### src/rtl/wbuf_drain_if.sv
// Bus bundle for the write-buffer drain engine: FIFO head/pop side plus the
// single-outstanding memory write handshake. master = drain engine, slave = FIFO/memory.
interface wbuf_drain_if #(
    parameter int W_ADDR  = 32,
    parameter int W_DATA  = 32,
    parameter int W_STRB  = W_DATA / 8,
    parameter int W_ENTRY = W_ADDR + W_DATA + W_STRB
);
    logic               FifoEmpty_i;
    logic [W_ENTRY-1:0] FifoData_i;
    logic               FifoRead_o;
    logic               MemReq_o;
    logic [W_ADDR-1:0]  MemAddr_o;
    logic [W_DATA-1:0]  MemWData_o;
    logic [W_STRB-1:0]  MemStrb_o;
    logic               MemReqAck_i;
    logic               MemDone_i;
    logic               MemErr_i;

    modport master (
        input  FifoEmpty_i, FifoData_i, MemReqAck_i, MemDone_i, MemErr_i,
        output FifoRead_o, MemReq_o, MemAddr_o, MemWData_o, MemStrb_o
    );

    modport slave (
        output FifoEmpty_i, FifoData_i, MemReqAck_i, MemDone_i, MemErr_i,
        input  FifoRead_o, MemReq_o, MemAddr_o, MemWData_o, MemStrb_o
    );
endinterface

### src/rtl/wbuf_drain.sv
// Write-buffer drain engine: pops one FIFO entry at a time, issues it as a memory write
// and covers it with an in-flight address match until completion. Retry on error via WBUF_DRAIN_RETRY_EN.
module wbuf_drain #(
    parameter int W_ADDR    = 32,
    parameter int W_DATA    = 32,
    parameter int W_STRB    = W_DATA / 8,
    parameter int W_ENTRY   = W_ADDR + W_DATA + W_STRB,
    parameter int C_RETRIES = 2
) (
    input  logic              sClk_i,
    input  logic              snRst_i,
    wbuf_drain_if.master      bus,
    input  logic              HitEn_i,
    input  logic [W_ADDR-1:0] HitAddr_i,
    output logic              InflightHit_o,
    output logic              Busy_o,
    output logic              Error_o,
    output logic [W_ADDR-1:0] ErrAddr_o,
    input  logic              ErrClr_i
);

    typedef enum logic [1:0] {S_IDLE, S_REQ, S_WAIT} state_t;

    state_t            state_reg, state_next;
    logic [W_ADDR-1:0] h_addr_reg;
    logic [W_DATA-1:0] h_data_reg;
    logic [W_STRB-1:0] h_strb_reg;
    logic              error_reg;
    logic [W_ADDR-1:0] err_addr_reg;

    logic capture;
    logic fifo_read;
    logic mem_req;
    logic complete;
    logic err_final;

`ifdef WBUF_DRAIN_RETRY_EN
    localparam int W_CNT = (C_RETRIES > 0) ? $clog2(C_RETRIES + 1) : 1;
    logic [W_CNT-1:0] retry_cnt_reg;
    logic             retry;
`endif

    always_ff @(posedge sClk_i or negedge snRst_i) begin
        if (!snRst_i) begin
            state_reg <= S_IDLE;
        end else begin
            state_reg <= state_next;
        end
    end

    always_comb begin
        state_next = state_reg;
        capture    = 1'b0;
        fifo_read  = 1'b0;
        mem_req    = 1'b0;
        complete   = 1'b0;
        err_final  = 1'b0;
`ifdef WBUF_DRAIN_RETRY_EN
        retry      = 1'b0;
`endif
        case (state_reg)
            S_IDLE: begin
                fifo_read = ~bus.FifoEmpty_i;
                if (!bus.FifoEmpty_i) begin
                    capture    = 1'b1;
                    state_next = S_REQ;
                end
            end
            S_REQ: begin
                mem_req = 1'b1;
                // A zero-wait slave may answer in the accept cycle itself.
                if (bus.MemReqAck_i) begin
                    if (bus.MemDone_i) begin
                        complete = 1'b1;
                    end else begin
                        state_next = S_WAIT;
                    end
                end
            end
            S_WAIT: begin
                if (bus.MemDone_i) begin
                    complete = 1'b1;
                end
            end
            default: state_next = S_IDLE;
        endcase

        if (complete) begin
            if (!bus.MemErr_i) begin
                state_next = S_IDLE;
            end
`ifdef WBUF_DRAIN_RETRY_EN
            else if (retry_cnt_reg < W_CNT'(C_RETRIES)) begin
                retry      = 1'b1;
                state_next = S_REQ;
            end
`endif
            else begin
                err_final  = 1'b1;
                state_next = S_IDLE;
            end
        end
    end

    always_ff @(posedge sClk_i or negedge snRst_i) begin
        if (!snRst_i) begin
            h_addr_reg <= '0;
            h_data_reg <= '0;
            h_strb_reg <= '0;
        end else if (capture) begin
            h_addr_reg <= bus.FifoData_i[W_ADDR-1:0];
            h_data_reg <= bus.FifoData_i[W_ADDR+W_DATA-1:W_ADDR];
            h_strb_reg <= bus.FifoData_i[W_ENTRY-1:W_ADDR+W_DATA];
        end
    end

`ifdef WBUF_DRAIN_RETRY_EN
    always_ff @(posedge sClk_i or negedge snRst_i) begin
        if (!snRst_i) begin
            retry_cnt_reg <= '0;
        end else if (capture) begin
            retry_cnt_reg <= '0;
        end else if (retry) begin
            retry_cnt_reg <= retry_cnt_reg + 1'b1;
        end
    end
`endif

    // A new failure outranks a simultaneous clear so no error is ever lost.
    always_ff @(posedge sClk_i or negedge snRst_i) begin
        if (!snRst_i) begin
            error_reg    <= 1'b0;
            err_addr_reg <= '0;
        end else if (err_final) begin
            error_reg    <= 1'b1;
            err_addr_reg <= h_addr_reg;
        end else if (ErrClr_i) begin
            error_reg    <= 1'b0;
        end
    end

    assign bus.FifoRead_o = fifo_read;
    assign bus.MemReq_o   = mem_req;
    assign bus.MemAddr_o  = h_addr_reg;
    assign bus.MemWData_o = h_data_reg;
    assign bus.MemStrb_o  = h_strb_reg;

    assign Busy_o        = (state_reg != S_IDLE);
    assign InflightHit_o = HitEn_i & Busy_o & (h_addr_reg == HitAddr_i);
    assign Error_o       = error_reg;
    assign ErrAddr_o     = err_addr_reg;

endmodule
### src/flat_wrapper.sv
// flat-port wrapper written by rule: the top's interface ports become plain ports
module wbuf_drain_flat 
#(
    parameter int W_ADDR    = 32,
    parameter int W_DATA    = 32,
    parameter int W_STRB    = W_DATA / 8,
    parameter int W_ENTRY   = W_ADDR + W_DATA + W_STRB,
    parameter int C_RETRIES = 2
)
  (sClk_i, snRst_i, HitEn_i, HitAddr_i, InflightHit_o, Busy_o, Error_o, ErrAddr_o, ErrClr_i, bus_FifoEmpty_i, bus_FifoData_i, bus_MemReqAck_i, bus_MemDone_i, bus_MemErr_i, bus_FifoRead_o, bus_MemReq_o, bus_MemAddr_o, bus_MemWData_o, bus_MemStrb_o);
  wbuf_drain_if #(.W_ADDR(W_ADDR), .W_DATA(W_DATA), .W_STRB(W_STRB), .W_ENTRY(W_ENTRY)) bus_i ();
  input  logic sClk_i;
  input  logic snRst_i;
  input  logic HitEn_i;
  input  logic [W_ADDR-1:0] HitAddr_i;
  output logic InflightHit_o;
  output logic Busy_o;
  output logic Error_o;
  output logic [W_ADDR-1:0] ErrAddr_o;
  input  logic ErrClr_i;
  input wire logic [$bits(bus_i.FifoEmpty_i)-1:0] bus_FifoEmpty_i;
  input wire logic [$bits(bus_i.FifoData_i)-1:0] bus_FifoData_i;
  input wire logic [$bits(bus_i.MemReqAck_i)-1:0] bus_MemReqAck_i;
  input wire logic [$bits(bus_i.MemDone_i)-1:0] bus_MemDone_i;
  input wire logic [$bits(bus_i.MemErr_i)-1:0] bus_MemErr_i;
  output wire logic [$bits(bus_i.FifoRead_o)-1:0] bus_FifoRead_o;
  output wire logic [$bits(bus_i.MemReq_o)-1:0] bus_MemReq_o;
  output wire logic [$bits(bus_i.MemAddr_o)-1:0] bus_MemAddr_o;
  output wire logic [$bits(bus_i.MemWData_o)-1:0] bus_MemWData_o;
  output wire logic [$bits(bus_i.MemStrb_o)-1:0] bus_MemStrb_o;
  assign bus_i.FifoEmpty_i = bus_FifoEmpty_i;
  assign bus_i.FifoData_i = bus_FifoData_i;
  assign bus_i.MemReqAck_i = bus_MemReqAck_i;
  assign bus_i.MemDone_i = bus_MemDone_i;
  assign bus_i.MemErr_i = bus_MemErr_i;
  assign bus_FifoRead_o = bus_i.FifoRead_o;
  assign bus_MemReq_o = bus_i.MemReq_o;
  assign bus_MemAddr_o = bus_i.MemAddr_o;
  assign bus_MemWData_o = bus_i.MemWData_o;
  assign bus_MemStrb_o = bus_i.MemStrb_o;
  wbuf_drain #(.W_ADDR(W_ADDR), .W_DATA(W_DATA), .W_STRB(W_STRB), .W_ENTRY(W_ENTRY), .C_RETRIES(C_RETRIES)) u_core (.sClk_i(sClk_i), .snRst_i(snRst_i), .bus(bus_i), .HitEn_i(HitEn_i), .HitAddr_i(HitAddr_i), .InflightHit_o(InflightHit_o), .Busy_o(Busy_o), .Error_o(Error_o), .ErrAddr_o(ErrAddr_o), .ErrClr_i(ErrClr_i));
endmodule
### config.mk
export PLATFORM = sky130hd
export DESIGN_NAME = wbuf_drain_flat
export DESIGN_NICKNAME = d
export VERILOG_FILES = /design/src/rtl/wbuf_drain_if.sv /design/src/rtl/wbuf_drain.sv /design/src/flat_wrapper.sv
export SDC_FILE = /design/constraint.sdc
export NUM_CORES = 1
export LEC_CHECK = 0
export ABC_AREA = 0
export CORE_UTILIZATION = 44
export CTS_CLUSTER_SIZE = 30
export DETAILED_ROUTE_END_ITERATION = 10
export GPL_TIMING_DRIVEN = 0
export PLACE_DENSITY = 0.86
export RECOVER_POWER = 25
export SLEW_MARGIN = 40
export SYNTH_ARGS = -nofsm -noshare
export SYNTH_HDL_FRONTEND = slang
export SYNTH_SLANG_ARGS = --single-unit
### constraint.sdc
create_clock -name sClk_i -period 4.21 [get_ports sClk_i]
set_input_delay 0.842 -clock sClk_i [delete_from_list [all_inputs] [get_ports sClk_i]]
set_output_delay 0.842 -clock sClk_i [all_outputs]
set_load 0.02 [all_outputs]
==> flow_metrics.tcl <==
set metrics [dict create \
    die-area_sq_mm 0.01049 \
    synthCells 279 \
    first_pass_iters 4 \
    cts.sinks 103 \
    cp_max_fo 1 \
    post-route-min-period_ns 3.786 \
    cts-buffers-inserted 9 \
    drtIter0Drc 53 \
    die_h_microns 102.4 \
    start_kind "primary input" \
    hold_violations 0 \
    violations "capacitance limit, slew limit" \
    hpwlAfterDp_microns 8992 \
    wl_microns 11570 \
    antenna_found_initial 0 \
    tightest_slew_ns 2.452 \
    ant_nets 0 \
    cap_violations 1 \
    routedWlPerCell_microns 18.05 \
    area_growth_pct 56.03 \
    total_power_w 0.005308 \
    grt_max_degree 61 \
    clock_path_buffers 2 \
    cts_root_buf "clkbuf_8" \
    outcome "finished with violations" \
    synth_cell_type_count 27 \
    rows 36 \
    fmax_ghz 0.2641 \
    diodes 0 \
    slowest_delay_ns 0.64 \
    yosysWarnings 0 \
    clock_latency_ns 0.36 \
    hold_buffers 0 \
    ir_worst_vdd_uv 476.0 \
    critPathSlowestCell "clkdlybuf4s50_1" \
    final_common_cell "clkdlybuf4s50_1" \
    p_leak_nw 2.903 \
    maxSlewViolCount 44 \
    cts-resized-gates 0 \
    die_width_microns 102.4 \
    vias_per_cell 4.846 \
    placed_cells 625 \
    htreeDepth 3 \
    synth.avg_cell_area_sq_um 15.90 \
    synth_nets 392 \
    grt_pass1_vias 3310 \
    nets 616 \
    clkTransAtPathRegs_ns 0.09 \
    path_cells "clkdlybuf4s50_1 > xor2_1 > nor4_1 > nand4_1 > nor3_1 > clkdlybuf4s50_1" \
    io_buffers 212 \
    io_pins 213 \
    grt_overflow 0 \
    ys_ff_latch 103 \
    final_util_pct 70.83 \
    r2r_slack_ns 2.15 \
    routabilityCongestion 0.7712 \
    setup_viol 0 \
    fin_worst_skew_ns 0.01436 \
    rsz0062_at_grt "false" \
    min_path_type "reg2reg" \
    final_cells 641 \
    cp_data_required_time_ns 3.37 \
    post-route-period-util_pct 89.93 \
    grt_first_pass_wirelength_microns 17150 \
    start_util_pct 45.39 \
    layout-drive-gt1-share_pct 25.59 \
    drc 0 \
    yosysSeqAreaShare_pct 58.09 \
    tritoncts "built" \
    setup-tns-final_ns 0 \
    power.density_mw_per_mm2 766.7 \
    slew_headroom_pct -63.47 \
    syn_area_sq_mm 0.004437 \
    routed-via-count 3106 \
    cp.arrival_ns 2.94 \
    final_cell_mix "211 x clkdlybuf4s50_1, 103 x dfrtp_1, 71 x mux2_2" \
    crit_path_end_kind "output pin" \
    core_area_sq_mm 0.009774 \
    path_class "in2out" \
    track_usage_pct 22.40 \
    crit_top_cell "clkdlybuf4s50_1" \
    post_cts_buffers 0 \
]
-- per-stage QoR --
step	cell area [sq um]	worst slack [ns]	hold slack, ns
finish	6923	0.4238	0.4844
floorplan	4437	1.502	0.5125
global route	6923	0.3196	0.5236
detailed placement	6758	0.4039	0.4681
CTS	6934	0.4012	0.3547
global placement	6725	-1.478	0.4638
-- power by group --
group	leakage [nW]	switching [W]	internal (W)
registers	1.23	0.000394	0.00148
clock network	0.0788	0.000330	0.000233
logic	1.59	0.00128	0.00159
-- logic make-up (layout without fill, tap and decap cells) --
logic type	count (synthesis)	in the layout	synth area share, %
flip-flops	103	103	58.09
buffers and inverters	15	244	2.848
AO/OA/AOI/OAI	5	5	0.8461
adder cells (fa/ha/maj)	5	5	1.410
AND/OR/NAND/NOR	18	18	2.425
multiplexers	101	101	28.06
XOR/XNOR	32	32	6.317
-- metal layers --
metal / GRT usage, % / wire [microns] / share of wire (%)
met1: 24.98 / 4445 / 38
met2: 38.51 / 5636 / 49
met3: 9.508 / 1348 / 12
met4: 7.582 / 141 / 1.2
met5: 0 / 0 / 0
-- cell usage after synthesis, drive strengths merged --
cell / count / area (sq um)
dfrtp: 103 / 2577
mux2: 100 / 1235
xor2: 28 / 245.2
buf: 11 / 111.4
nor4: 7 / 43.79
ha: 5 / 62.56
inv: 4 / 15.01
xnor2: 4 / 35.03
nor2: 3 / 16.26
nand4: 2 / 12.51
a21o: 1 / 7.510
a21oi: 1 / 8.760
a221oi: 1 / 8.760
and2: 1 / 8.760
and3: 1 / 6.260
mux2i: 1 / 10.01
nand2: 1 / 3.750
nand2b: 1 / 6.260
nand3: 1 / 5.000
nor3: 1 / 5.000
o21ai: 1 / 5.000
o31ai: 1 / 7.510
-- critical path, delay by kind of cell --
kind	cells	cell delay (ns)
and+or+nand+nor	3	0.87
xor gates and xnor gates	1	0.17
buffers and inverters	2	1.06
-- final cells by class --
| class | count | area [sq um] |
|---|---|---|
| multi-input cells | 161 | 1733 |
| flip-flops and latches | 103 | 2577 |
| fillers | 697 | 2851 |
| clock inverters | 4 | 31.28 |
| repair buffers | 213 | 2143 |
| plain buffers | 11 | 111.4 |
| clock buffers | 12 | 145.1 |
| inverters | 4 | 15.01 |
| well taps | 133 | 166.4 |
-- final timing paths --
check	cells after the start	end	from
max	6	InflightHit_o	HitAddr_i[8]
min	1	u_core.Error_o$_DFFE_PN0P_	u_core.Error_o$_DFFE_PN0P_
max reg2reg	7	u_core.bus.MemAddr_o[21]$_DFFE_PN0P_	u_core.state_reg[0]$_DFFE_PN0P_
min reg2reg	1	u_core.Error_o$_DFFE_PN0P_	u_core.Error_o$_DFFE_PN0P_
max in group asynchronous	1	u_core.state_reg[1]$_DFFE_PN0P_	snRst_i
min in group asynchronous	1	u_core.ErrAddr_o[3]$_DFFE_PN0P_	snRst_i
(Power assumes the default switching activity.)
